==> config.mk <==
export PLATFORM = sky130hd
export DESIGN_NAME = img_stream_proc_flat
export DESIGN_NICKNAME = d
export VERILOG_FILES = /design/src/rtl/img_stream_if.sv /design/src/rtl/img_stream_proc.sv /design/src/flat_wrapper.sv
export SDC_FILE = /design/constraint.sdc
export NUM_CORES = 1
export LEC_CHECK = 0
export BUFFER_PORTS_ARGS = -buffer_cell sky130_fd_sc_hd__buf_2
export CORE_MARGIN = 5
export CORE_UTILIZATION = 55
export CTS_CLUSTER_SIZE = 16
export DETAILED_ROUTE_END_ITERATION = 8
export MAX_ROUTING_LAYER = met4
export PLACE_DENSITY_LB_ADDON = 0.15
export SYNTH_ARGS = -nofsm -noshare
export SYNTH_HDL_FRONTEND = slang
export SYNTH_SLANG_ARGS = --single-unit
==> constraint.sdc <==
create_clock -name clk -period 3.45 [get_ports clk]
set_input_delay 0.69 -clock clk [delete_from_list [all_inputs] [get_ports clk]]
set_output_delay 0.69 -clock clk [all_outputs]
set_load 0.02 [all_outputs]
==> src/rtl/img_stream_if.sv <==
// -----------------------------------------------------------------------------
// img_stream_if
//
// One RGB565 pixel stream with sop/eop/vld framing. There is no backpressure:
// a beat is transferred in every cycle in which vld is high.
//
// Signals:
//   sop  - first pixel of a frame, qualified by vld
//   eop  - last pixel of a frame, qualified by vld
//   vld  - pixel valid
//   data - RGB565 pixel {R5, G6, B5}
//
// Modports:
//   master - drives the stream
//   slave  - receives the stream
// -----------------------------------------------------------------------------
interface img_stream_if;
    logic        sop;
    logic        eop;
    logic        vld;
    logic [15:0] data;

    modport master (output sop, output eop, output vld, output data);
    modport slave  (input  sop, input  eop, input  vld, input  data);
endinterface : img_stream_if

==> src/rtl/img_stream_proc.sv <==
// -----------------------------------------------------------------------------
// img_stream_proc
//
// Runtime-configurable RGB565 pixel-stream processor. Each accepted pixel is
// passed through unchanged, converted to gray, or thresholded to a binary or
// inverted-binary pixel. Every mode has the same 3-cycle latency, and one
// pixel can be accepted in every clock.
//
// A frame starts on a sop beat. cfg_mode and cfg_thr are sampled on that beat
// and then held for the whole frame. Beats outside a frame are dropped. The
// block also checks the frame protocol (sop inside a frame) and the frame
// length (IMG_W*IMG_H pixels).
//
// Ports:
//   clk       - single clock
//   rst_n     - asynchronous active-low reset
//   cfg_mode  - requested mode: 0 passthrough, 1 gray, 2 binary, 3 inv binary
//   cfg_thr   - requested binary threshold
//   din       - input stream (slave)
//   dout      - output stream (master), 3 cycles after the input beat
//   act_mode  - mode latched for the current or most recent frame
//   frame_cnt - number of completed frames, wraps at its maximum
//   err_sop   - sticky: a sop arrived inside a frame
//   err_len   - sticky: a frame ended with a pixel count other than IMG_W*IMG_H
// -----------------------------------------------------------------------------
module img_stream_proc #(
    parameter int         IMG_W        = 640,
    parameter int         IMG_H        = 480,
    parameter logic [1:0] DEFAULT_MODE = 2'd2,
    parameter logic [7:0] DEFAULT_THR  = 8'd128,
    parameter int         FCNT_W       = 16
) (
    input  logic              clk,
    input  logic              rst_n,
    input  logic [1:0]        cfg_mode,
    input  logic [7:0]        cfg_thr,
    img_stream_if.slave       din,
    img_stream_if.master      dout,
    output logic [1:0]        act_mode,
    output logic [FCNT_W-1:0] frame_cnt,
    output logic              err_sop,
    output logic              err_len
);

    localparam int FRAME_PIX = IMG_W * IMG_H;
    localparam int CNT_W     = $clog2(FRAME_PIX + 1);

    localparam logic [CNT_W-1:0] CNT_MAX   = '1;
    localparam logic [CNT_W-1:0] CNT_FRAME = CNT_W'(FRAME_PIX);
    localparam logic [CNT_W-1:0] CNT_ONE   = CNT_W'(1);

    typedef enum logic {
        S_IDLE,
        S_IN_FRAME
    } state_t;

    typedef enum logic [1:0] {
        M_PASS = 2'd0,
        M_GRAY = 2'd1,
        M_BIN  = 2'd2,
        M_INV  = 2'd3
    } mode_t;

    // -------------------------------------------------------------------------
    // Frame tracking
    // -------------------------------------------------------------------------
    state_t           state;
    logic [7:0]       thr_r;
    logic [CNT_W-1:0] pix_cnt;

    logic             start;     // sop beat: opens or restarts a frame
    logic             accept;    // beat that belongs to a frame
    logic [CNT_W-1:0] cnt_next;  // pixel count including the current beat
    logic             len_bad;
    logic [1:0]       pix_mode;  // settings this beat is processed with
    logic [7:0]       pix_thr;

    // NOTE: every signal assigned in an always_comb gets a default value at
    // the top of the block, so no path can leave it unassigned and infer a latch.
    always_comb begin
        start    = 1'b0;
        accept   = 1'b0;
        cnt_next = pix_cnt;
        pix_mode = act_mode;
        pix_thr  = thr_r;

        start  = din.vld & din.sop;
        accept = din.vld & (din.sop | (state == S_IN_FRAME));

        if (start) begin
            cnt_next = CNT_ONE;
            pix_mode = cfg_mode;
            pix_thr  = cfg_thr;
        end else if (pix_cnt != CNT_MAX) begin
            cnt_next = pix_cnt + CNT_ONE;
        end
    end

    assign len_bad = (cnt_next != CNT_FRAME);

    always_ff @(posedge clk or negedge rst_n) begin
        if (!rst_n) begin
            state     <= S_IDLE;
            act_mode  <= DEFAULT_MODE;
            thr_r     <= DEFAULT_THR;
            pix_cnt   <= '0;
            frame_cnt <= '0;
            err_sop   <= 1'b0;
            err_len   <= 1'b0;
        end else if (accept) begin
            pix_cnt <= cnt_next;

            if (start) begin
                act_mode <= cfg_mode;
                thr_r    <= cfg_thr;
                if (state == S_IN_FRAME) begin
                    err_sop <= 1'b1;
                end
            end

            // A sop+eop beat is a complete one-pixel frame and leaves the
            // FSM in IDLE; a plain sop opens (or re-opens) a frame.
            if (din.eop) begin
                state     <= S_IDLE;
                frame_cnt <= frame_cnt + 1'b1;
                if (len_bad) begin
                    err_len <= 1'b1;
                end
            end else if (start) begin
                state <= S_IN_FRAME;
            end
        end
    end

    // -------------------------------------------------------------------------
    // Stage 1: channel expansion to 8 bits and weighted products
    // -------------------------------------------------------------------------
    logic [7:0] r8, g8, b8;

    always_comb begin
        r8 = {din.data[15:11], din.data[15:13]};
        g8 = {din.data[10:5],  din.data[10:9]};
        b8 = {din.data[4:0],   din.data[4:2]};
    end

    logic        s1_vld, s1_sop, s1_eop;
    logic [15:0] s1_data;
    logic [1:0]  s1_mode;
    logic [7:0]  s1_thr;
    logic [15:0] s1_pr, s1_pg, s1_pb;

    // NOTE: the pipeline data registers are reset along with the valids so
    // dout reads 0 out of reset; they are plain flops, not a memory array,
    // so the reset costs nothing in RAM inference.
    always_ff @(posedge clk or negedge rst_n) begin
        if (!rst_n) begin
            s1_vld  <= 1'b0;
            s1_sop  <= 1'b0;
            s1_eop  <= 1'b0;
            s1_data <= '0;
            s1_mode <= '0;
            s1_thr  <= '0;
            s1_pr   <= '0;
            s1_pg   <= '0;
            s1_pb   <= '0;
        end else begin
            s1_vld <= accept;
            s1_sop <= accept & din.sop;
            s1_eop <= accept & din.eop;
            // Data only loads on accepted beats so dropped pixels never leak
            // into the pipeline and dout holds still between pixels.
            if (accept) begin
                s1_data <= din.data;
                s1_mode <= pix_mode;
                s1_thr  <= pix_thr;
                s1_pr   <= 16'd77  * {8'd0, r8};
                s1_pg   <= 16'd150 * {8'd0, g8};
                s1_pb   <= 16'd29  * {8'd0, b8};
            end
        end
    end

    // -------------------------------------------------------------------------
    // Stage 2: sum and shift to an 8-bit gray level
    // -------------------------------------------------------------------------
    logic [15:0] s1_sum;
    assign s1_sum = s1_pr + s1_pg + s1_pb;  // weights sum to 256: no overflow

    logic        s2_vld, s2_sop, s2_eop;
    logic [15:0] s2_data;
    logic [1:0]  s2_mode;
    logic [7:0]  s2_thr;
    logic [7:0]  s2_gray;

    always_ff @(posedge clk or negedge rst_n) begin
        if (!rst_n) begin
            s2_vld  <= 1'b0;
            s2_sop  <= 1'b0;
            s2_eop  <= 1'b0;
            s2_data <= '0;
            s2_mode <= '0;
            s2_thr  <= '0;
            s2_gray <= '0;
        end else begin
            s2_vld <= s1_vld;
            s2_sop <= s1_sop;
            s2_eop <= s1_eop;
            if (s1_vld) begin
                s2_data <= s1_data;
                s2_mode <= s1_mode;
                s2_thr  <= s1_thr;
                s2_gray <= s1_sum[15:8];
            end
        end
    end

    // -------------------------------------------------------------------------
    // Stage 3: mode mux into the output registers
    // -------------------------------------------------------------------------
    logic [15:0] bin_pix;
    logic [15:0] out_pix;

    always_comb begin
        bin_pix = (s2_gray >= s2_thr) ? 16'hFFFF : 16'h0000;
        out_pix = s2_data;
        case (mode_t'(s2_mode))
            M_PASS:  out_pix = s2_data;
            M_GRAY:  out_pix = {s2_gray[7:3], s2_gray[7:2], s2_gray[7:3]};
            M_BIN:   out_pix = bin_pix;
            M_INV:   out_pix = ~bin_pix;
            default: out_pix = s2_data;
        endcase
    end

    always_ff @(posedge clk or negedge rst_n) begin
        if (!rst_n) begin
            dout.vld  <= 1'b0;
            dout.sop  <= 1'b0;
            dout.eop  <= 1'b0;
            dout.data <= '0;
        end else begin
            dout.vld <= s2_vld;
            dout.sop <= s2_sop;
            dout.eop <= s2_eop;
            if (s2_vld) begin
                dout.data <= out_pix;
            end
        end
    end

endmodule : img_stream_proc
==> src/flat_wrapper.sv <==
// flat-port wrapper written by rule: the top's interface ports become plain ports
module img_stream_proc_flat 
#(
    parameter int         IMG_W        = 640,
    parameter int         IMG_H        = 480,
    parameter logic [1:0] DEFAULT_MODE = 2'd2,
    parameter logic [7:0] DEFAULT_THR  = 8'd128,
    parameter int         FCNT_W       = 16
)
  (clk, rst_n, cfg_mode, cfg_thr, act_mode, frame_cnt, err_sop, err_len, din_sop, din_eop, din_vld, din_data, dout_sop, dout_eop, dout_vld, dout_data);
  img_stream_if din_i ();
  img_stream_if dout_i ();
  input  logic clk;
  input  logic rst_n;
  input  logic [1:0] cfg_mode;
  input  logic [7:0] cfg_thr;
  output logic [1:0] act_mode;
  output logic [FCNT_W-1:0] frame_cnt;
  output logic err_sop;
  output logic err_len;
  input wire logic [$bits(din_i.sop)-1:0] din_sop;
  input wire logic [$bits(din_i.eop)-1:0] din_eop;
  input wire logic [$bits(din_i.vld)-1:0] din_vld;
  input wire logic [$bits(din_i.data)-1:0] din_data;
  output wire logic [$bits(dout_i.sop)-1:0] dout_sop;
  output wire logic [$bits(dout_i.eop)-1:0] dout_eop;
  output wire logic [$bits(dout_i.vld)-1:0] dout_vld;
  output wire logic [$bits(dout_i.data)-1:0] dout_data;
  assign din_i.sop = din_sop;
  assign din_i.eop = din_eop;
  assign din_i.vld = din_vld;
  assign din_i.data = din_data;
  assign dout_sop = dout_i.sop;
  assign dout_eop = dout_i.eop;
  assign dout_vld = dout_i.vld;
  assign dout_data = dout_i.data;
  img_stream_proc #(.IMG_W(IMG_W), .IMG_H(IMG_H), .DEFAULT_MODE(DEFAULT_MODE), .DEFAULT_THR(DEFAULT_THR), .FCNT_W(FCNT_W)) u_core (.clk(clk), .rst_n(rst_n), .cfg_mode(cfg_mode), .cfg_thr(cfg_thr), .din(din_i), .dout(dout_i), .act_mode(act_mode), .frame_cnt(frame_cnt), .err_sop(err_sop), .err_len(err_len));
endmodule
-- After elaboration in Yosys (flattened, before gate mapping)
Cells that the tools add are included.
- logic and storage cells: 60
- bits in registers: 176
- bits of input ports: 31
- mux-type cells: 8
- reductions and logical operators: 6
- eq/ne operators: 5
- bitwise operators: 6
- add/sub/neg operators: 4
- $lt $le $gt $ge: 1
- multiply operators: 3
- operators with widths (cell ; count):
    $pmux 16 s4 ; 1
    $mux 19 ; 2
    $ne 19x19->1 const B ; 2
    $mul 7x8->15 const A ; 2
    $add 19x1->19 const B ; 1
    $add 15x16->16 ; 1
    $add 16x1->16 const B ; 1
    $add 16x13->16 ; 1
    $mux 16 ; 1
    $not 16->16 ; 1
    $mul 5x8->13 const A ; 1
    $ge 8x8->1 ; 1
    $mux 8 ; 1
    $reduce_and 3->1 ; 2
    $and 1x1->1 ; 4
    $eq 2x2->1 const B ; 2
    $reduce_and 2->1 ; 2
    $eq 2x1->1 const B ; 1
    $logic_not 2->1 ; 1
    $mux 1 ; 2
    $mux 2 ; 1
    $reduce_bool 2->1 ; 1
    $or 1x1->1 ; 1

-- Logic depth before layout (Yosys ltp)
Gate-level depths: netlist (run 1).
- depth in word-level cells: 5
- depth in mapped cells: 14

-- Worst setup path after synthesis (run 1)
Ideal clock, no wire load.
- path type: input -> register
- start point: in din_data[12]
- end point: reg u_core.s1_pr[14]
- library setup time: 137 ps
- cell stages on the path: 12
- slack: -312 ps
- arrival: 3624 ps
- path through: ha_1 ha_1 inv_1 fa_1 fa_1 inv_1 ha_1 o21a_1 a2111oi_2 o311ai_0 a21oi_1 a21oi_1
- cells in the longest elaborated chain, start to end: 1
- RTL lines (element ; line ; source):
    start, declared ; flat_wrapper.sv:24 ; input wire logic [$bits(din_i.data)-1:0] din_data;
    $mul 7x8->15 ; img_stream_proc.sv:176 ; s1_pr <= 16'd77 * {8'd0, r8};
    end signal, assigned ; img_stream_proc.sv:176 ;
    end, declared ; img_stream_proc.sv:150 ; logic [15:0] s1_pr, s1_pg, s1_pb;
No other way between the ends.
A chain may end at the register's enable or synchronous reset.

-- Worst setup path after layout (run 1)
- start point: in din_data[12]
- end point: reg u_core.s1_pr[12]
The elaborated chain is that of the path after synthesis.

==> results by stage, run 1 <==
Status:
- The run finished with clean final reports.

Worst hold path:
- The min-delay analysis places its worst path in the category in2async.

Placed design:
- The placer congestion estimate is 0.883.
- The count of input and output buffers is 69.
- The worst setup timing slack at the placement stage is -305 ps.
- The wire-length estimate of the detail-placed layout is 17300 µm.

Clock tree:
- The clock insertion delay at the later pin of the skew report is 430 ps.
- After clock tree synthesis, the clock-pin slew on the worst setup and hold paths is 70 ps.
- The H-tree generated during clock tree synthesis spans 4 levels.
- The maximum number of buffers from clock root to sink is 2.
- The cell at the root of the clock tree is sky130_fd_sc_hd__clkbuf_16.
- The number of clock sinks seen by CTS is 163.
- TritonCTS built the clock tree.
- The count of hold buffers inserted by post-cts repair is 0.
- The TritonCTS buffer count is 17.

Power:
- The leakage power summed over all cells is 6.02 nW.
- The power per cell area is 727 mW/mm².
- The combinational share of power is 46.8%.
- Across the VDD grid, the largest voltage drop is approximately 0.45 mV.
- The register share of total power is 31.6%.
- The internal power of the cells totals 5.40 mW.
- In this run, the clock network consumes 21.6% of the power.
- The analysis attributes to net switching a power of 3.57 mW.
- The net switching fraction of the power is 39.8%.

Layout:
- The total of fill cells in the finished design is 1495.
- The share of final-layout standard cells stronger than drive strength 1 is around a fifth.
- The number of antenna diodes in the final layout is 0.
- Relative to the synthesized area, the layout overhead comes to 17.1%.
- The post-layout net count is between 1000 and 1500.
- Across the whole layout, storage elements account for 0.00408 mm².
- The multi-input logic area is 0.00608 mm².

Logic synthesis:
- The share of the synthesized area in the top cell type is 38.3%.
- The number of synthesized register bits is between 150 and 200.
- sky130_fd_sc_hd__dfrtp_1 takes more of the synthesized area than any other cell.
- The Yosys step of the flow raised 0 warnings.
- The netlist area before placement is roughly 0.011 mm².
- The number of enable flip-flop cells after synthesis is 0.
- The main flop type after synthesis is sky130_fd_sc_hd__dfrtp_1.
- Of all flip-flops after synthesis, the portion carrying an async set or reset was 100%.
- In the post-synthesis netlist, the biggest area contributors are sky130_fd_sc_hd__dfrtp_1 (38%), sky130_fd_sc_hd__ha_1 (14%), sky130_fd_sc_hd__fa_1 (7.0%).
- The number of nets in the synthesized netlist is roughly 1200.
- Sequential elements use 38.8% of the synthesized area.
- In this run, distinct cell masters in the synthesized netlist total 66.
- In the synthesized netlist, the number of instances is 1039.
- The mean instance size in the synthesized netlist is 10.1 µm².

Global route:
- Global routing finished with a remaining overflow of 0.
- The first global-routing pass estimated 37900 µm of wire.
- The via count of the first global-routing pass came to 7596.
- Entering global routing, the biggest net connects 80 pins.
- The number of antenna violations at the first check in global routing is 0.
- The global routing usage summed across all routing layers is 21.9%.

Flow run:
- Across the run, the number of max-cap violations was 0.

Routing:
- The first routing iteration left 461 violations.
- The total number of vias is 7682.
- After detailed routing, the number of remaining DRC violations is 0.
- The final wirelength is 22500 µm.
- The number of vias per cell after detailed routing is 5.45.
- The average wire per standard cell is 15.9 µm.
- For this run, the detailed router's first-pass iteration total came to 5.
- Once detail routing completed, the nets flagged for antenna violations numbered 0.

STA:
- The number of slew-limit violations in the final report came to 0.
- The worst hold slack is 279 ps.
- After layout, the worst path uses roughly 97% of the clock period.
- The number of hold violations in the final report is 0.
- Based on the critical path, the design can be clocked at up to between 0.3 and 0.4 GHz.
- Headroom to the max-slew limit came out at 36.0%.
- For the pin with the worst max-slew slack, the measured transition is 960 ps.
- The count of endpoints failing setup in the final report is 0.
- Once routing completed, OpenROAD measured the worst setup slack at between 100 and 150 ps.
- The worst path in the final design needs a cycle of about 3300 ps, including I/O delays and setup.
- The clock arrives with 13.6 ps of skew.

Setup path:
- The required arrival time at the worst endpoint is between 3000 and 4000 ps.
- The worst setup slack for register-to-register paths is 610 ps.
- At the worst endpoint, the arrival time is 3620 ps.
- The number of cells traversed by the worst register-to-register path is 11.
- The biggest fanout along the worst timing path is 4.
- The critical path is of the in2reg type.
- STA classifies the critical path startpoint as an input pin.
- STA classifies the critical path endpoint as a register.

Die:
- The die covers 0.0220 mm².
- Measured along the x axis, the die boundary spans 148 µm.
- After floorplanning, the core was sized to cover 0.0188 mm².
- The die is 148 µm tall.
- During I/O placement, the number of pins put on the boundary was 70.
- After floorplanning, the core was divided into 50 placement rows.
- For this configuration, the core starts out at a cell density of 56.1%.
layer usage:
metal | GRT usage [%] | share of wire, %
met1 | 30.1 | 48
met2 | 34.8 | 47
met3 | 3.26 | 3.4
met4 | 5.03 | 1.2
met5 | - | 0
layout make-up:
class | instances | share of cell area (%)
Timing Repair Buffer | 143 | 7.56
Tap cell | 234 | 2.37
Sequential cell | 163 | 33.1
Multi-Input combinational cell | 749 | 49.3
Inverter | 89 | 2.77
Clock buffer | 17 | 3.45
Clock inverter | 15 | 1.45
Yosys cell counts, types with 7 or more instances:
cell and number:
sky130_fd_sc_hd__mux2_2 26, sky130_fd_sc_hd__a31oi_1 9, sky130_fd_sc_hd__and3_1 10, sky130_fd_sc_hd__xnor2_1 35
sky130_fd_sc_hd__o31ai_1 9, sky130_fd_sc_hd__o221ai_2 10, sky130_fd_sc_hd__nand4_1 7, sky130_fd_sc_hd__mux2i_1 20
sky130_fd_sc_hd__nor3_1 19, sky130_fd_sc_hd__nand2b_1 23, sky130_fd_sc_hd__dfrtp_1 161, sky130_fd_sc_hd__xor2_1 21
sky130_fd_sc_hd__o21ai_0 44, sky130_fd_sc_hd__nand3_1 23, sky130_fd_sc_hd__nand2_1 129, sky130_fd_sc_hd__buf_1 8
sky130_fd_sc_hd__a211oi_1 7, sky130_fd_sc_hd__ha_1 121, sky130_fd_sc_hd__a21o_1 11, sky130_fd_sc_hd__fa_1 37
sky130_fd_sc_hd__o21a_1 8, sky130_fd_sc_hd__a21oi_1 43, sky130_fd_sc_hd__inv_1 88, sky130_fd_sc_hd__nor2_1 65
sky130_fd_sc_hd__clkbuf_1 20
per-stage QoR:
step	util, %	power [mW]	std cells	setup TNS (ps)	instance area, µm²
after global placement	62.5	6.92	1378	-2720	11700
final	65.7	8.97	1410	0	12300
after global routing	65.7	9.70	1410	-1.91	12300
after detailed placement	62.5	7.03	1378	-3650	11700
after floorplan	-	5.80	1039	-72.5	10700
after CTS	65.7	9.01	1410	0	12300
power by group through the flow:
stage	clock (mW)	sequential [mW]	combinational, mW
2_1_floorplan	0	2.84	2.96
3_3_place_gp	0	2.85	4.07
3_5_place_dp	0	2.87	4.16
4_1_cts	1.97	2.84	4.21
5_1_grt	2.05	2.89	4.75
6_report	1.93	2.84	4.20
cell families after synthesis:
logic type,count (synthesis),synth area share (%)
flip-flops,163,38.8
AO/OA/AOI/OAI,178,11.6
AND/OR/NAND/NOR,310,13.9
adder cells (fa/ha/maj),158,21.4
buffers and inverters,127,4.78
multiplexers,46,4.68
XOR/XNOR,57,4.81
worst paths after layout:
path | from | to
setup / recovery | din_data[12] | u_core.s1_pr[12]
hold / removal | rst_n | u_core.pix_cnt[17]
setup reg to reg | u_core.s1_pb[7] | u_core.s2_gray[5]
hold reg to reg | u_core.s1_eop | u_core.s2_eop
max in group asynchronous | rst_n | u_core.thr_r[7]
min in group clk | u_core.s1_eop | u_core.s2_eop
critical path: stages:
cell	delay, ps
sky130_fd_sc_hd__buf_2	150
sky130_fd_sc_hd__ha_4	250
sky130_fd_sc_hd__ha_4	250
sky130_fd_sc_hd__inv_2	30
sky130_fd_sc_hd__fa_1	450
sky130_fd_sc_hd__fa_1	510
sky130_fd_sc_hd__inv_2	40
sky130_fd_sc_hd__ha_4	210
sky130_fd_sc_hd__o21a_1	210
sky130_fd_sc_hd__a2111oi_4	420
sky130_fd_sc_hd__nor2_1	120
sky130_fd_sc_hd__a211oi_2	200
sky130_fd_sc_hd__o31ai_1	90
sequential cells by signal, indices dropped and copies added (netlist names), 11 cells and up:
name and flops:
u_core.s1_pb 11, u_core.dout.data 16, u_core.s1_pg 14, u_core.frame_cnt 16, u_core.s1_data 16, u_core.s1_pr 13, u_core.pix_cnt 19, u_core.s2_data 16
placed cells by master, fill, tap and decap left out, types with 4 or more instances in the layout:
master                      synthesis  final
sky130_fd_sc_hd__dfrtp_1          161    161
sky130_fd_sc_hd__nand2_1          129    129
sky130_fd_sc_hd__ha_1             121    115
sky130_fd_sc_hd__inv_1             88     83
sky130_fd_sc_hd__buf_4              3     72
sky130_fd_sc_hd__buf_2              4     68
sky130_fd_sc_hd__nor2_1            65     65
sky130_fd_sc_hd__o21ai_0           44     42
sky130_fd_sc_hd__a21oi_1           43     40
sky130_fd_sc_hd__fa_1              37     37
sky130_fd_sc_hd__xnor2_1           35     35
sky130_fd_sc_hd__mux2_2            26     26
sky130_fd_sc_hd__nand3_1           23     23
sky130_fd_sc_hd__nand2b_1          23     23
sky130_fd_sc_hd__xor2_1            21     21
sky130_fd_sc_hd__mux2i_1           20     20
sky130_fd_sc_hd__nor3_1            19     19
sky130_fd_sc_hd__clkbuf_16          0     17
sky130_fd_sc_hd__a21o_1            11     11
sky130_fd_sc_hd__and3_1            10     10
sky130_fd_sc_hd__o221ai_2          10     10
sky130_fd_sc_hd__a31oi_1            9      9
sky130_fd_sc_hd__o31ai_1            9      9
sky130_fd_sc_hd__o21a_1             8      8
sky130_fd_sc_hd__inv_8              0      8
sky130_fd_sc_hd__nand4_1            7      7
sky130_fd_sc_hd__o211ai_1           6      6
sky130_fd_sc_hd__a211oi_1           7      6
sky130_fd_sc_hd__and2_1             6      6
sky130_fd_sc_hd__o221ai_1           6      6
sky130_fd_sc_hd__ha_4               0      6
sky130_fd_sc_hd__o21ai_1            5      5
sky130_fd_sc_hd__inv_2              1      4
sky130_fd_sc_hd__nand3_2            4      4
sky130_fd_sc_hd__o21bai_1           4      4
timing repair:
item | CTS | global route
setup buffers | 0 | 0
endpoints found under the setup margin | 0 | 5
resized for setup | 0 | 3
No activity file was read; power rests on OpenSTA's default activity.
==> run 2: changes to the inputs <==
--- a/config.mk
+++ b/config.mk
@@ -8,6 +8,7 @@
 export BUFFER_PORTS_ARGS = -buffer_cell sky130_fd_sc_hd__buf_2
 export CORE_MARGIN = 5
 export CORE_UTILIZATION = 55
+export CTS_CLUSTER_DIAMETER = 100
 export CTS_CLUSTER_SIZE = 16
 export DETAILED_ROUTE_END_ITERATION = 8
 export MAX_ROUTING_LAYER = met4
==> constraint.sdc (replaced) <==
create_clock -name clk -period 3.25 [get_ports clk]
set_input_delay 0.65 -clock clk [delete_from_list [all_inputs] [get_ports clk]]
set_output_delay 0.65 -clock clk [all_outputs]
set_load 0.02 [all_outputs]
==> run 2 against run 1 <==
Against the previous run:
- sequential share of layout area shrank 0.49 points
- via count grew 0.69%
- die area did not move
- highest routed layer unchanged
==> results by stage, run 2 (synthesized netlist as in run 1, its figures left out) <==
Layout:
- The number of flip-flops in the largest register came to 19 (unchanged).
- The antenna diode instance count is 0 (unchanged).
- The multi-input logic area is 0.00623 mm² (+2.4%).
- The area occupied by registers was 0.00408 mm² (unchanged).
- The post-layout net count is 1358 (+0.44%).
- The post-synthesis to final-layout area growth is 18.9%.
- The total of fill cells in the finished design is 1464 (-2.1%).
- The final core area utilization is 66.7% (+0.99 points).
- The share of final-layout standard cells stronger than drive strength 1 was 23.4% (+2.3 points).
- The register with the most flip-flops is u_core.pix_cnt.
- Leaving out fill and tap cells, the most frequent cells in the layout are sky130_fd_sc_hd__dfrtp_1 (161), sky130_fd_sc_hd__nand2_1 (129), sky130_fd_sc_hd__ha_1 (106), sky130_fd_sc_hd__buf_4 (81), sky130_fd_sc_hd__inv_1 (79).
- The leading cell type in the layout, fill and taps excluded is sky130_fd_sc_hd__dfrtp_1.

Die:
- The die width is 148 µm (unchanged).
- The starting density of the core was 56.1% (unchanged).
- The number of placement rows was 50 (unchanged).
- The vertical extent of the die is 148 µm (unchanged).
- The count of boundary I/O pins is 70 (unchanged).
- The core area is 0.0188 mm² (unchanged).
- The area of the die came to 0.0220 mm² (unchanged).

Clock tree:
- The TritonCTS buffer count was 17 (unchanged).
- The maximum number of buffers from clock root to sink is 2 (unchanged).
- The clock transition at the registers of the reported paths came to 70 ps (about the same).
- The cell at the root of the clock tree is sky130_fd_sc_hd__clkbuf_16.
- The count of hold buffers inserted by post-cts repair came to 0 (unchanged).
- The clock insertion delay at the later pin of the skew report is 430 ps (about the same).
- The CTS tree is built.
- The H-tree depth reported by CTS is 4 (unchanged).
- The number of clock sinks seen by CTS is 163 (unchanged).

STA:
- Of the available clock period, the critical path in the final layout requires 98.3%.
- Setup repair after global routing could not meet its margin everywhere.
- Counting I/O delays and the setup requirement, the final critical path takes 3190 ps.
- The worst hold slack is 188 ps (-91.3 ps).
- The count of endpoints failing setup in the final report is 0 (unchanged).
- The number of hold violations in the final report was 0 (unchanged).
- The clock tree skew after final layout is 13.0 ps (-0.526 ps).
- Timing would allow up to 0.313 GHz.
- The worst slew slack as a fraction of its limit was 38.6% (+2.6 points).
- The number of slew-limit violations in the final report is 0 (unchanged).
- The transition at the pin with the smallest max-transition slack is 921 ps (-39.1 ps).

Routing:
- The number of detailed-routing iterations run before antenna repair is 5 (unchanged).
- The average wire per standard cell is 15.7 µm (-1.7%).
- The final wirelength came to 22200 µm (-1.3%).
- The total number of vias is 7735 (+0.69%).
- The number of nets still failing antenna checks after routing came to 0 (unchanged).
- The number of DRC markers after the initial detailed-route iteration came to 418 (-9.3%).
- The number of vias per cell after detailed routing came to 5.46 (+0.26%).
- The detailed-route DRC error count is 0 (unchanged).

Power:
- The leakage power summed over all cells came to 6.04 nW (+0.41%).
- The power per cell area is 763 mW/mm² (+4.9%).
- The maximum VDD drop was 0.409 mV (-8.8%).

Global route:
- The number of antenna violations at the first check in global routing is 0 (unchanged).
- The largest net degree at the start of global routing came to 64 (-20%).
- The global routing usage summed across all routing layers is 21.5% (-0.41 points).
- The global-route wire length before repair is 37300 µm (-1.7%).
- The via count of the first global-routing pass is 7595 (-0.013%).
- The remaining global-route overflow is 0 (unchanged).

Setup path:
- Traced cell by cell, the critical path runs through buf_6, clkinvlp_4, fa_1, inv_2, ha_4, fa_1, ha_4, a21o_1, a21oi_2, o21bai_1, a21o_1, a21oi_2, or4b_4, nand4_1.
- In this run the worst setup path terminates at u_core.s1_pb[11].
- The worst register-to-register path begins at u_core.s1_pb[7].
- The cell with the largest stage delay on the worst path is sky130_fd_sc_hd__fa_1.
- The largest stage delay on the critical path is 560 ps (+50 ps).
- STA classifies the critical path startpoint as an input pin.
- The number of cells traversed by the worst register-to-register path came to 11 (unchanged).
- The endpoint of the worst-slack reg-to-reg timing path is u_core.s2_gray[5].
- The worst setup slack for register-to-register paths was 460 ps (-150 ps).
- The biggest fanout along the worst timing path came to 3 (-1).
- The worst setup path is captured at a register.
- The arrival time reported for the critical path endpoint came to 3560 ps (-60 ps).
- The kind of critical path is in2reg.
- In this run the worst setup path begins at din_data[4].
- The required arrival time at the worst endpoint came to 3610 ps (-130 ps).

Placed design:
- The placer congestion estimate came to 0.884 (+0.11%).
- The count of input and output buffers is 69 (unchanged).
- The half-perimeter wire length after placement is 16900 µm (-2.3%).

Status:
- The flow ran to the end, and the final reports show no timing, DRC or antenna violations.

Flow run:
- The max-cap check violation count was 0 (unchanged).

Worst hold path:
- The worst min-delay path class is in2async.
[run 2: what timing repair did]
item	CTS	global route
gates resized for setup	2	25
endpoints found under the setup margin	2	10
pin swaps	5	18
cloned	0	0
buffers inserted	1	3
[run 2: through the flow]
step	worst slack, ps	setup TNS [ps]	instance area, µm²	total power [mW]	instances
after floorplan	-219	-892	10700	6.18	1039
after global placement	-385	-5090	11800	7.37	1380
after detailed placement	-462	-5870	11800	7.49	1380
after CTS	7.89	0	12400	9.54	1413
after global routing	-45.5	-83.2	12500	10.3	1416
final	56.7	0	12500	9.56	1416
[run 2: worst min path at each step]
stage / from / end / slack (ps) / depth (start not counted)
2_1_floorplan: u_core.s2_eop / u_core.dout.eop / 330 / 0
3_3_place_gp: u_core.s2_eop / u_core.dout.eop / 330 / 0
3_5_place_dp: u_core.s2_eop / u_core.dout.eop / 340 / 0
4_1_cts: rst_n / u_core.pix_cnt[16] / 220 / 1
5_1_grt: rst_n / u_core.pix_cnt[16] / 240 / 1
6_report: rst_n / u_core.pix_cnt[16] / 190 / 1
[run 2: report_power, final]
group / leakage [nW] / total [mW] / internal, mW / switching [mW]
Sequential: 2.02 / 3.00 / 2.55 / 0.450
Combinational: 3.74 / 4.59 / 2.16 / 2.43
Clock: 0.282 / 1.97 / 1.03 / 0.937
Total: 6.04 / 9.56 / 5.73 / 3.82
[run 2: final cells by class]
| type | instances | share of cell area [%] |
|---|---|---|
| repair buffers | 149 | 7.92 |
| well taps | 234 | 2.34 |
| flip-flops and latches | 163 | 32.6 |
| multi-input cells | 749 | 49.7 |
| clock buffers | 17 | 3.40 |
| inverters | 89 | 2.73 |
| clock inverters | 15 | 1.27 |
[run 2: per-layer routing]
metal,share of wire [%],global-route usage (%)
met1,47,29.4
met2,47,33.4
met3,3.5,3.26
met4,2.2,6.97
met5,0,-
[run 2: critical path, delay by kind of cell]
| kind | cells | cell delay (ps) |
|---|---|---|
| simple gates | 2 | 550 |
| compound gates | 5 | 570 |
| buf+inv | 3 | 240 |
| fa+ha+maj | 4 | 1570 |
==> run 3: changes to the inputs <==
--- a/config.mk
+++ b/config.mk
@@ -5,6 +5,7 @@
 export SDC_FILE = /design/constraint.sdc
 export NUM_CORES = 1
 export LEC_CHECK = 0
+export ABC_AREA = 1
 export BUFFER_PORTS_ARGS = -buffer_cell sky130_fd_sc_hd__buf_2
 export CORE_MARGIN = 5
 export CORE_UTILIZATION = 55
==> run 3 against run 2 <==
Against the previous run:
- count of clock-buffer cells in the layout did not move
- cell area rose by 1.6%
- die area rose by 2.2%
- critical path depth did not move
- total power rose by 3.7%
- combinational power rose by 7.4%
==> results by stage, run 3 <==
Status:
- The run finished with clean final reports.

Placed design:
- The worst setup timing slack at the placement stage is -358 ps (+104 ps).
- The half-perimeter wire length after placement is 18300 µm (+8.4%).
- The placer congestion estimate came to 0.916 (+3.7%).
- The count of input and output buffers is 69 (unchanged).

STA:
- The final critical path time including I/O delays and setup is 3110 ps (-87.8 ps).
- The peak clock frequency supported by timing came to 0.322 GHz (+2.8%).
- The clock tree skew after final layout is 10.4 ps (-2.68 ps).
- The transition at the pin with the smallest max-transition slack is 816 ps (-105 ps).
- The post-route fraction of the period consumed by the critical path is 95.6% (-2.7 points).
- The number of slew-limit violations in the final report came to 0 (unchanged).
- The count of endpoints failing setup in the final report was 0 (unchanged).
- The number of hold violations in the final report is 0 (unchanged).
- The worst setup margin is 145 ps (+87.8 ps).
- The worst slew slack as a fraction of its limit is 45.6% (+7.0 points).

Clock tree:
- TritonCTS built the clock tree.
- The maximum number of buffers from clock root to sink is 2 (unchanged).
- The number of clock sinks seen by CTS came to 163 (unchanged).
- The TritonCTS buffer count is 17 (unchanged).
- The count of hold buffers inserted by post-cts repair was 0 (unchanged).
- The clock transition at the registers of the reported paths is 70 ps (about the same).
- The clock insertion delay at the later pin of the skew report is 430 ps (about the same).
- The cell at the root of the clock tree is sky130_fd_sc_hd__clkbuf_16.
- The H-tree depth reported by CTS is 4 (unchanged).

Layout:
- The antenna diode instance count was 0 (unchanged).
- The leading cell type in the layout, fill and taps excluded is sky130_fd_sc_hd__nand2_1.
- The total of fill cells in the finished design is 1676 (+14%).
- The register with the most flip-flops is u_core.pix_cnt.
- The post-synthesis to final-layout area growth is 18.0%.
- The number of flip-flops in the largest register is 19 (unchanged).
- The area occupied by registers came to 0.00408 mm² (about the same).
- The post-layout net count is 1614 (+19%).
- The share of final-layout standard cells stronger than drive strength 1 is 16.3% (-7.1 points).
- The library cells used most frequently in the layout, excluding fill and tap cells, are sky130_fd_sc_hd__nand2_1 (313), sky130_fd_sc_hd__dfrtp_1 (160), sky130_fd_sc_hd__inv_1 (159), sky130_fd_sc_hd__o21ai_0 (113), sky130_fd_sc_hd__ha_1 (112).
- The multi-input logic area is 0.00610 mm² (-2.0%).

Logic synthesis:
- The library cell occupying the most area in the post-synthesis netlist is sky130_fd_sc_hd__dfrtp_1.
- The share of the synthesized area in the top cell type is 37.4% (-0.87 points).
- In the post-synthesis netlist, the biggest area contributors are sky130_fd_sc_hd__dfrtp_1 (37%), sky130_fd_sc_hd__ha_1 (14%), sky130_fd_sc_hd__nand2_1 (11%).
- Yosys instantiated no cell more often than sky130_fd_sc_hd__nand2_1.
- The simple-gate share of the synthesized area is 21.0% (+7.1 points).
- The share of synthesized registers carrying an async set or reset is 100% (unchanged).
- The proportion of synthesized chip area in sequential cells is 37.9% (-0.88 points).
- For this run, the leading register cell type out of synthesis is sky130_fd_sc_hd__dfrtp_1.
- The count of synthesis-stage warnings from yosys is 0 (unchanged).
- By area, the combinational part of the netlist is dominated by simple AND/OR/NAND/NOR gates.
- The proportion of synthesized area in mux cells is 0% (-4.7 points).
- The adder-cell share of the synthesized area is 20.9% (-0.48 points).
- The number of enable flip-flop cells after synthesis is 0 (unchanged).
- The netlist area before placement is 0.0108 mm² (+2.3%).
- The count of distinct cell types in the synthesized netlist is 43 (-35%).
- The mean instance size in the synthesized netlist was 8.35 µm² (-18%).
- The net count after synthesis is 1479 (+20%).
- The parity-gate share of the synthesized area counting xor and xnor cells is 3.01% (-1.8 points).
- The area fraction in compound gates after synthesis came to 10.1% (-1.5 points).
- The gate count of the mapped netlist is 1290 (+24%).
- The number of synthesized register bits is 163 (unchanged).
- By count the netlist is led by sky130_fd_sc_hd__nand2_1 (313), sky130_fd_sc_hd__inv_1 (163), sky130_fd_sc_hd__dfrtp_1 (161), sky130_fd_sc_hd__ha_1 (121), sky130_fd_sc_hd__o21ai_0 (117).

Routing:
- The number of vias per cell after detailed routing is 5.14 (-5.9%).
- The final wirelength was 23700 µm (+6.8%).
- The number of detailed-routing iterations run before antenna repair was 5 (unchanged).
- The detailed-route DRC error count came to 0 (unchanged).
- The number of nets still failing antenna checks after routing is 0 (unchanged).
- The average wire per standard cell is 13.9 µm (-11%).
- The total number of vias was 8753 (+13%).
- The number of DRC markers after the initial detailed-route iteration is 471 (+13%).

Flow run:
- The max-cap check violation count is 0 (unchanged).

Global route:
- The global routing usage summed across all routing layers is 22.9% (+1.4 points).
- The number of antenna violations at the first check in global routing is 0 (unchanged).
- The remaining global-route overflow is 0 (unchanged).
- The largest net degree at the start of global routing is 94 (+47%).
- The via count of the first global-routing pass came to 8461 (+11%).
- The global-route wire length before repair is 40500 µm (+8.6%).

Power:
- The post-layout total power is 9.91 mW (+3.7%).
- The maximum VDD drop is 0.511 mV (+25%).
- The leakage power summed over all cells is 6.67 nW (+10%).
- The power per cell area was 779 mW/mm² (+2.0%).

Die:
- The core area is 0.0194 mm² (+3.4%).
- The count of boundary I/O pins is 70 (unchanged).
- The number of placement rows is 51 (+2.0%).
- The vertical extent of the die is 150 µm (+1.1%).
- The starting density of the core is 55.6% (-0.57 points).
- The area of the die is 0.0225 mm² (+2.2%).
- The die width is 150 µm (+1.1%).

Setup path:
- The most critical setup path has its startpoint at din_data[0].
- The worst setup path is captured at a register.
- The kind of start point of the critical path is an input pin.
- The endpoint identified for the worst register-to-register timing path is u_core.s2_gray[6].
- The worst setup slack for register-to-register paths is 750 ps (+290 ps).
- The number of cells traversed by the worst register-to-register path is 11 (unchanged).
- The required arrival time at the worst endpoint was 3590 ps (-20 ps).
- The biggest fanout along the worst timing path is 5 (+2).
- The critical path is of the in2reg type.
- In this run the critical register-to-register path is launched from u_core.s1_pb[7].
- In this run the worst setup path terminates at u_core.s1_pb[9].
- The arrival time reported for the critical path endpoint was 3450 ps (-110 ps).

Worst hold path:
- The min-delay analysis places its worst path in the category in2async.
## run 3: cell count changes after synthesis, moves of 15 or more
cell,change
sky130_fd_sc_hd__nand2_1,+184
sky130_fd_sc_hd__nand3_1,+39
sky130_fd_sc_hd__mux2i_1,-20
sky130_fd_sc_hd__nor2_1,+37
sky130_fd_sc_hd__nand4_1,+15
sky130_fd_sc_hd__o21ai_0,+73
sky130_fd_sc_hd__mux2_2,-26
sky130_fd_sc_hd__nand2b_1,-23
sky130_fd_sc_hd__xnor2_1,-21
sky130_fd_sc_hd__inv_1,+75
## run 3: worst min-delay path by stage
stage,end,start
after global placement,u_core.dout.eop,u_core.s2_eop
after global routing,u_core.pix_cnt[8],rst_n
after floorplan,u_core.dout.eop,u_core.s2_eop
after CTS,u_core.pix_cnt[8],rst_n
final,u_core.pix_cnt[8],rst_n
after detailed placement,u_core.s2_eop,u_core.s1_eop
## run 3: logic make-up after synthesis
kind of cell | count (synthesis)
buffers and inverters | 198
xor gates and xnor gates | 37
and+or+nand+nor | 534
DFF | 163
adders and majority gates | 158
AOI/OAI and AO/OA | 200
## run 3: timing repair
item	4_1_cts	5_1_grt
setup endpoints to repair	0	11
resized for setup	0	9
buffers inserted	0	1
## run 3: layout make-up
type	count	area share (%)
inverters	166	4.93
well taps	265	2.61
repair buffers	148	7.53
multi-input cells	929	48.0
clock inverters	15	1.50
flip-flops and latches	163	32.1
clock buffers	17	3.34
## run 3: critical path: stages
cell                         delay, ps
sky130_fd_sc_hd__buf_2             120
sky130_fd_sc_hd__clkinvlp_4        140
sky130_fd_sc_hd__fa_1              550
sky130_fd_sc_hd__inv_1              50
sky130_fd_sc_hd__ha_1              300
sky130_fd_sc_hd__fa_1              510
sky130_fd_sc_hd__ha_4              320
sky130_fd_sc_hd__nand3_1            70
sky130_fd_sc_hd__nand3_1           110
sky130_fd_sc_hd__nand2_1            80
sky130_fd_sc_hd__nand2_1            60
sky130_fd_sc_hd__a21oi_1            70
sky130_fd_sc_hd__or2_2             270
sky130_fd_sc_hd__a31oi_1           140
## run 3: per-layer routing
layer  routed length, µm  up-vias  track usage, %
met5                   0        -               -
met4                 231        0            5.12
met3                 869       20            2.85
met2               11500      167            38.1
li1                    -     4478               -
met1               11100     4088            30.2
## run 3: metrics by stage
| stage | util (%) | cell area [µm²] | hold WS, ps | std cells | setup TNS, ps |
|---|---|---|---|---|---|
| after floorplan | - | 10900 | 331 | 1290 | -73.2 |
| after global placement | 62.1 | 12100 | 335 | 1670 | -4300 |
| after detailed placement | 62.1 | 12100 | 339 | 1670 | -5400 |
| after global routing | 65.6 | 12700 | 224 | 1703 | -23.3 |
| after CTS | 65.3 | 12700 | 202 | 1702 | 0 |
| final | 65.6 | 12700 | 179 | 1703 | 0 |
## run 3: where the power goes
part / switching, mW / internal, mW
Combinational: 2.91 / 2.01
Sequential: 0.407 / 2.57
Clock: 0.963 / 1.04
